<file path="src/rtl/cam_init_sequencer_if.sv">
// ROM table port and SCCB-master write port seen by the init sequencer.
interface cam_init_sequencer_if #(
  parameter int REG_ADDR_WIDTH = 8,
  parameter int TBL_ADDR_WIDTH = 8
);
  localparam int ENTRY_WIDTH = 2 + REG_ADDR_WIDTH + 8;

  logic [TBL_ADDR_WIDTH-1:0] rom_addr;
  logic [ENTRY_WIDTH-1:0]    rom_q;
  logic                      wr_req;
  logic [REG_ADDR_WIDTH-1:0] wr_reg_addr;
  logic [7:0]                wr_data;
  logic                      wr_done;
  logic                      wr_nack;

  modport master (
    output rom_addr,
    input  rom_q,
    output wr_req,
    output wr_reg_addr,
    output wr_data,
    input  wr_done,
    input  wr_nack
  );

  modport slave (
    input  rom_addr,
    output rom_q,
    input  wr_req,
    input  wr_reg_addr,
    input  wr_data,
    output wr_done,
    output wr_nack
  );
endinterface

</file>
<file path="src/rtl/cam_init_sequencer.sv">
// Walks a sensor init table issuing one SCCB write per entry, with delays, END marker and NACK retry.
// At least 4 clk per write (fetch, ROM wait, decode, request); wr_req is held until the master's wr_done.
module cam_init_sequencer #(
  parameter int REG_ADDR_WIDTH = 8,
  parameter int TBL_ADDR_WIDTH = 8,
  parameter int DELAY_UNIT     = 50000,
  parameter int RETRY_MAX      = 3,
  parameter int ENTRY_WIDTH    = 2 + REG_ADDR_WIDTH + 8
) (
  input  logic                      clk,
  input  logic                      reset,
  input  logic                      start,
  cam_init_sequencer_if.master      bus,
  output logic                      busy,
  output logic                      done,
  output logic                      error,
  output logic [TBL_ADDR_WIDTH-1:0] entry_cnt
);
  localparam int                        RETRY_W   = $clog2(RETRY_MAX + 2);
  localparam logic [RETRY_W-1:0]        RETRY_LIM = RETRY_W'(RETRY_MAX);
  localparam logic [TBL_ADDR_WIDTH-1:0] IDX_LAST  = '1;
  localparam logic [31:0]               DLY_UNIT  = DELAY_UNIT;
  localparam logic [1:0]                CMD_WRITE = 2'b00;
  localparam logic [1:0]                CMD_DELAY = 2'b01;
  localparam logic [1:0]                CMD_END   = 2'b10;

  typedef enum logic [3:0] {
    S_IDLE, S_FETCH, S_WAIT, S_DECODE, S_WRITE,
    S_REGAP, S_DELAY, S_NEXT, S_DONE, S_ERROR
  } state_t;

  state_t                    state;
  state_t                    state_nxt;
  logic [TBL_ADDR_WIDTH-1:0] idx;
  logic [ENTRY_WIDTH-1:0]    entry;
  logic [RETRY_W-1:0]        retry;
  logic [31:0]               dly;
  logic [1:0]                cmd;
  logic [7:0]                value;
  logic                      parked;

  assign cmd    = entry[ENTRY_WIDTH-1 -: 2];
  assign value  = entry[7:0];
  assign parked = (state == S_IDLE) || (state == S_DONE) || (state == S_ERROR);

  always_ff @(posedge clk) begin
    if (reset) state <= S_IDLE;
    else       state <= state_nxt;
  end

  always_comb begin
    state_nxt = state;
    unique case (state)
      S_IDLE, S_DONE, S_ERROR: if (start) state_nxt = S_FETCH;
      S_FETCH:  state_nxt = S_WAIT;
      S_WAIT:   state_nxt = S_DECODE;
      S_DECODE: begin
        unique case (cmd)
          CMD_WRITE: state_nxt = S_WRITE;
          CMD_DELAY: state_nxt = (value == 8'd0) ? S_NEXT : S_DELAY;
          CMD_END:   state_nxt = S_DONE;
          default:   state_nxt = S_NEXT;
        endcase
      end
      // retry holds the NACKs seen so far; one more beyond the limit is fatal
      S_WRITE: begin
        if (bus.wr_done) begin
          if (!bus.wr_nack)          state_nxt = S_NEXT;
          else if (retry >= RETRY_LIM) state_nxt = S_ERROR;
          else                       state_nxt = S_REGAP;
        end
      end
      S_REGAP:  state_nxt = S_WRITE;
      S_DELAY:  if (dly == 32'd1) state_nxt = S_NEXT;
      S_NEXT:   state_nxt = (idx == IDX_LAST) ? S_ERROR : S_FETCH;
      default:  state_nxt = S_IDLE;
    endcase
  end

  always_ff @(posedge clk) begin
    if (reset) begin
      idx   <= '0;
      entry <= '0;
      retry <= '0;
      dly   <= '0;
    end else begin
      unique case (state)
        S_IDLE, S_DONE, S_ERROR: if (start) idx <= '0;
        S_WAIT:   entry <= bus.rom_q;
        S_DECODE: begin
          retry <= '0;
          dly   <= {24'd0, value} * DLY_UNIT;
        end
        S_WRITE:  if (bus.wr_done && bus.wr_nack) retry <= retry + RETRY_W'(1);
        S_DELAY:  dly <= dly - 32'd1;
        S_NEXT:   if (idx != IDX_LAST) idx <= idx + TBL_ADDR_WIDTH'(1);
        default:  ;
      endcase
    end
  end

  always_comb begin
    bus.wr_req      = (state == S_WRITE);
    bus.wr_reg_addr = entry[8 +: REG_ADDR_WIDTH];
    bus.wr_data     = value;
    bus.rom_addr    = idx;
    entry_cnt       = idx;
    busy            = !parked;
    done            = (state == S_DONE);
    error           = (state == S_ERROR);
  end
endmodule

</file>
<file path="src/flat_wrapper.sv">
// flat-port wrapper written by rule: the top's interface ports become plain ports
module cam_init_sequencer_flat 
#(
  parameter int REG_ADDR_WIDTH = 8,
  parameter int TBL_ADDR_WIDTH = 8,
  parameter int DELAY_UNIT     = 50000,
  parameter int RETRY_MAX      = 3,
  parameter int ENTRY_WIDTH    = 2 + REG_ADDR_WIDTH + 8
)
  (clk, reset, start, busy, done, error, entry_cnt, bus_rom_addr, bus_rom_q, bus_wr_req, bus_wr_reg_addr, bus_wr_data, bus_wr_done, bus_wr_nack);
  cam_init_sequencer_if #(.REG_ADDR_WIDTH(REG_ADDR_WIDTH), .TBL_ADDR_WIDTH(TBL_ADDR_WIDTH)) bus_i ();
  input  logic clk;
  input  logic reset;
  input  logic start;
  output logic busy;
  output logic done;
  output logic error;
  output logic [TBL_ADDR_WIDTH-1:0] entry_cnt;
  output wire logic [$bits(bus_i.rom_addr)-1:0] bus_rom_addr;
  input wire logic [$bits(bus_i.rom_q)-1:0] bus_rom_q;
  output wire logic [$bits(bus_i.wr_req)-1:0] bus_wr_req;
  output wire logic [$bits(bus_i.wr_reg_addr)-1:0] bus_wr_reg_addr;
  output wire logic [$bits(bus_i.wr_data)-1:0] bus_wr_data;
  input wire logic [$bits(bus_i.wr_done)-1:0] bus_wr_done;
  input wire logic [$bits(bus_i.wr_nack)-1:0] bus_wr_nack;
  assign bus_rom_addr = bus_i.rom_addr;
  assign bus_i.rom_q = bus_rom_q;
  assign bus_wr_req = bus_i.wr_req;
  assign bus_wr_reg_addr = bus_i.wr_reg_addr;
  assign bus_wr_data = bus_i.wr_data;
  assign bus_i.wr_done = bus_wr_done;
  assign bus_i.wr_nack = bus_wr_nack;
  cam_init_sequencer #(.REG_ADDR_WIDTH(REG_ADDR_WIDTH), .TBL_ADDR_WIDTH(TBL_ADDR_WIDTH), .DELAY_UNIT(DELAY_UNIT), .RETRY_MAX(RETRY_MAX), .ENTRY_WIDTH(ENTRY_WIDTH)) u_core (.clk(clk), .reset(reset), .start(start), .bus(bus_i), .busy(busy), .done(done), .error(error), .entry_cnt(entry_cnt));
endmodule
</file>
<file path="config.mk">
export PLATFORM = sky130hd
export DESIGN_NAME = cam_init_sequencer_flat
export DESIGN_NICKNAME = d
export VERILOG_FILES = /design/src/rtl/cam_init_sequencer_if.sv /design/src/rtl/cam_init_sequencer.sv /design/src/flat_wrapper.sv
export SDC_FILE = /design/constraint.sdc
export NUM_CORES = 1
export LEC_CHECK = 0
export BUFFER_PORTS_ARGS = -buffer_cell sky130_fd_sc_hd__buf_2
export CORE_MARGIN = 4
export CORE_UTILIZATION = 64
export CTS_CLUSTER_DIAMETER = 80
export DETAILED_ROUTE_END_ITERATION = 8
export PLACE_DENSITY = 0.94
export RECOVER_POWER = 50
export SLEW_MARGIN = 20
export SYNTH_ARGS = -nofsm -noshare
export SYNTH_HDL_FRONTEND = slang
export SYNTH_SLANG_ARGS = --single-unit
</file>
<file path="constraint.sdc">
create_clock -name clk -period 6.8 [get_ports clk]
set_input_delay 0.34 -clock clk [delete_from_list [all_inputs] [get_ports clk]]
set_output_delay 0.34 -clock clk [all_outputs]
set_load 0.05 [all_outputs]
</file>
After elaboration in Yosys (flattened, before gate mapping) --
Cells that the tools add are included. Widths: inputs -> output; s select.
Storage, ports and cells: bits of input ports 23, register bits after elaboration 65, output and inout port bits 36, logic and storage cells 58
Cells by class: muxes and demuxes 15, magnitude comparators 1, add/sub/neg operators 3, equal/unequal tests 19, multiply operators 1, reduce and logical (&&, ||, !) cells 14
Operators with widths (count):
- $pmux 32 s2 | 1
- $eq 32x1->1 const B | 1
- $pmux 4 s8 | 1
- $sub 32x1->32 const B | 1
- $mux 4 | 6
- $mul 8x12->20 const B | 1
- $eq 4x3->1 const B | 4
- $mux 8 | 2
- $pmux 8 s2 | 1
- $pmux 4 s3 | 1
- $add 8x1->8 const B | 1
- $eq 4x2->1 const B | 2
- $eq 4x4->1 const B | 2
- $eq 8x8->1 const B | 1
- $logic_not 8->1 | 1
- $ne 2x1->1 const B | 4
- $ne 8x8->1 const B | 1
- $pmux 3 s2 | 1
- $reduce_and 3->1 | 2
- $reduce_bool 2->1 | 3
- $eq 4x1->1 const B | 1
- $logic_not 4->1 | 1
- $add 3x1->3 const B | 1
- $ge 3x2->1 const B | 1
- other kinds (11) | 12

Depth between registers and ports, before layout --
depth after elaboration 5, depth in mapped cells 13, gate-level depth less buffers 13

Least setup slack after synthesis --
Ideal clock, no wire load.
path type register to register, from register u_core.entry[6], to register u_core.dly[21], cell stages (with the launch flop) 13, data required time 6.685 ns, setup slack 3.027 ns, path buffers 0, arrival time 3.657 ns, setup time 0.115 ns, path through dfxtp_1 -> inv_1 -> ha_1 -> ha_1 -> fa_1 -> fa_1 -> ha_1 -> and2_1 -> a221o_1 -> nand2_1 -> a21oi_1 -> or4_1 -> and3_1
Between the ends: cells in the longest elaborated chain, start to end 2
RTL lines:
- start: declaration | line cam_init_sequencer.sv:35 | logic [ENTRY_WIDTH-1:0] entry;
- start signal: assignment | line cam_init_sequencer.sv:89 | S_WAIT: entry <= bus.rom_q;
- $mul 8x12->20 | line cam_init_sequencer.sv:92 | dly <= {24'd0, value} * DLY_UNIT;
- $pmux 32 s2 | line cam_init_sequencer.sv:87 | unique case (state)
- end signal: assignment | line cam_init_sequencer.sv:92
- end signal: assignment | line cam_init_sequencer.sv:95 | S_DELAY: dly <= dly - 32'd1;
- end: declaration | line cam_init_sequencer.sv:37 | logic [31:0] dly;
Every way passes these cells. A chain may end at the register's enable or synchronous reset.

Final worst setup path --
from register u_core.entry[2], to register u_core.dly[22]
Same word-level chain as after synthesis.

==> flow_metrics.env <==
export IMPL_timing_fmax_mhz=244
export IMPL_critPathMaxStageDelay_ps=500
export IMPL_cts_tree="done"
export IMPL_leakagePower_nw=2.34
export IMPL_nets=720
export IMPL_maxCapViolations=1
export IMPL_mostFrequentLayoutCell="nand2_1"
export IMPL_crit_path_cell_trace="ha_1 -> ha_1 -> inv_1 -> fa_1 -> inv_1 -> fa_1 -> ha_1 -> nor2b_1 -> o31a_1 -> o21ai_0 -> nand4b_1 -> mux2_2 -> a21oi_1"
export IMPL_slew_headroom_pct=-14.4
export IMPL_fin_util_pct=71.5
export IMPL_async_flop_share_pct=0
export IMPL_dp_cells=711
export IMPL_worstMarginPinSlew_ps=1700
export IMPL_initial_core_util_pct=66.7
export IMPL_dpl_hpwl_um=8930
export IMPL_clkSinkCount=65
export IMPL_grtUsageTotal_pct=28.8
export IMPL_synth_top_area_share_pct=26.5
export IMPL_path_buf_inv=2
export IMPL_critical_path_max_fanout=7
export IMPL_critPathKind="flop to flop"
export IMPL_port_buffers=58
export IMPL_synth_top_flop_cell="dfxtp_1"
export IMPL_fillers=541
export IMPL_status="complete, but fails checks"
export IMPL_synth_edf_count=0
export IMPL_hold_path_startpoint="bus_rom_q[2]"
export IMPL_ctsHoldBuffers=0
export IMPL_rsz0062_at_grt="false"
export IMPL_diodes=0
export IMPL_cpMaxStageDelayCell="fa_1"
export IMPL_grt_antenna_before_repair=0
export IMPL_wl_per_cell_um=17.3
export IMPL_p_total_mw=1.89
export IMPL_fin_crit_ps=4100
export IMPL_synth_cell_types=60
export IMPL_overflow=0
export IMPL_setup_viol=0
export IMPL_grt_pass1_vias=4596
export IMPL_finClkSkew_ps=9.60
export IMPL_violations="capacitance limit, slew limit"
export IMPL_post_cts_repair_setup_buffers=0
export IMPL_crit_family="adder cells"
export IMPL_synth_seq_cells=65
export IMPL_cts_repair_resized=0
export IMPL_grt_max_degree=58
export IMPL_r2r_start="u_core.entry[2]$_SDFFE_PP0P_"
export IMPL_syn_inst=599
export IMPL_routed_wl_um=12600
export IMPL_min_path_type="input port to flop"
export IMPL_cts_clk_slew_worst_paths_ps=70
export IMPL_dr_pass1_iters=6
export IMPL_core_um2=7370
export IMPL_cts_buffers=9
export IMPL_max_vdd_ir_drop_uv=236
export IMPL_grt_pass1_wl_um=20800
export IMPL_final_cell_mix="nand2_1 (68), dfxtp_1 (65), ha_1 (62)"
export IMPL_place_gp_congestion=0.888
export IMPL_cp_start_kind="flop"
export IMPL_yosys_warnings=0
export IMPL_ios=59
export IMPL_synthTopCellsByArea="dfxtp_1 (26%), ha_1 (16%), a21oi_1 (5.6%)"
export IMPL_via_per_inst=6.42
export IMPL_clk_path_buf_depth=2
export IMPL_rows=31
export IMPL_insertion_delay_ps=350
export IMPL_htree_num_levels=3
export IMPL_yosysTopAreaCell="dfxtp_1"
export IMPL_synth_area_per_cell_um2=8.21
export IMPL_required_ps=7070
export IMPL_die_area_um2=9150
export IMPL_syn_to_final_growth_pct=7.12
export IMPL_first_iter_violations=387
export IMPL_report_final_slew_viol_count=19
export IMPL_arrival_ps=4370
export IMPL_endpoint_kind="flop"
export IMPL_vias=4669
export IMPL_cpMostUsedCell="ha_1"
export IMPL_final_antenna_net_count=0
export IMPL_cts_root_buf="clkbuf_8"
export IMPL_finalCritPeriodShare_pct=60.3
export IMPL_die_w_um=95.7
export IMPL_fp_dieH_um=95.7
export IMPL_drc=0
export IMPL_p_per_area_nw_per_um2=360
export IMPL_synth_nets=696
export IMPL_crit_path_start="u_core.entry[2]$_SDFFE_PP0P_"
export IMPL_final_cells=727
export IMPL_finalSetupTns_ps=0
export IMPL_finalHoldViolCount=0
export IMPL_synth_area_um2=4920
export IMPL_drive_gt1_share_pct=10.2
export IMPL_ys_seq_area_share_pct=26.5
==> worst reg2reg max path, cell delays in order, from the launching register on <==
cell	delay (ps)
dfxtp_1	490
ha_1	310
ha_1	280
inv_1	50
fa_1	500
inv_1	60
fa_1	490
ha_1	360
nor2b_1	170
o31a_1	270
o21ai_0	350
nand4b_1	200
mux2_2	320
a21oi_1	170
==> registers in the layout, indices dropped and copies added (netlist names) <==
| name | count |
|---|---|
| u_core.entry | 18 |
| u_core.bus.rom_addr | 8 |
| u_core.retry | 3 |
| u_core.state | 4 |
| u_core.dly | 32 |
==> stage by stage <==
step | instance area (um^2) | hold WS (ps) | worst slack, ps
final | 5270 | 223 | 2700
after global routing | 5270 | 215 | 2510
after CTS | 5320 | 218 | 2750
after detailed placement | 5100 | 445 | 2790
after global placement | 5100 | 440 | 2900
after floorplan | 4920 | 431 | 3030
==> path summary, 6_finish.rpt <==
check / depth (start not counted) / end / slack [ps]
setup / recovery: 13 / u_core.dly[22]$_SDFFE_PP0P_ / 2700
hold / removal: 3 / u_core.entry[2]$_SDFFE_PP0P_ / 220
setup reg to reg: 13 / u_core.dly[22]$_SDFFE_PP0P_ / 2700
hold reg to reg: 2 / u_core.entry[8]$_SDFFE_PP0P_ / 470
==> where the power goes <==
group	total (mW)	switching (mW)	leakage, nW	internal (mW)
Combinational	0.980	0.642	1.70	0.338
Sequential	0.547	0.102	0.527	0.445
Clock	0.368	0.159	0.111	0.208
==> cells by family after synthesis <==
group | share of synthesized area [%]
AO/OA/AOI/OAI | 17.5
flip-flops | 26.5
buffers and inverters | 7.63
XOR/XNOR | 2.85
adder cells (fa/ha/maj) | 20.7
multiplexers | 2.21
AND/OR/NAND/NOR | 22.7
==> synthesized netlist by cell type, types with 8 or more instances <==
cell,number
xor2_1,9
nor2_1,51
nand2_1,68
a21oi_1,55
buf_4,24
a31oi_1,8
clkbuf_1,23
nand3_1,18
nor4_1,11
ha_1,62
o21ai_0,22
fa_1,12
nor3_1,16
nand4_1,10
dfxtp_1,65
inv_1,28
==> cell type report <==
cell class | instances | area [um^2] | share of cell area, %
Multi-Input combinational cell | 458 | 3250 | 61.7
Sequential cell | 65 | 1300 | 24.7
Timing Repair Buffer | 61 | 267 | 5.06
Clock buffer | 10 | 128 | 2.42
Tap cell | 99 | 124 | 2.35
Inverter | 28 | 105 | 1.99
Clock inverter | 6 | 91.3 | 1.73
==> per-layer routing <==
metal / up-vias / global-route usage [%] / wire length (um)
met2: 221 / 48.1 / 6130
met1: 2207 / 35.3 / 5230
met5: - / 0 / 0
li1: 2189 / - / -
met4: 0 / 13.7 / 453
met3: 52 / 5.68 / 801
Note: power is estimated with default switching activity, not from simulation.
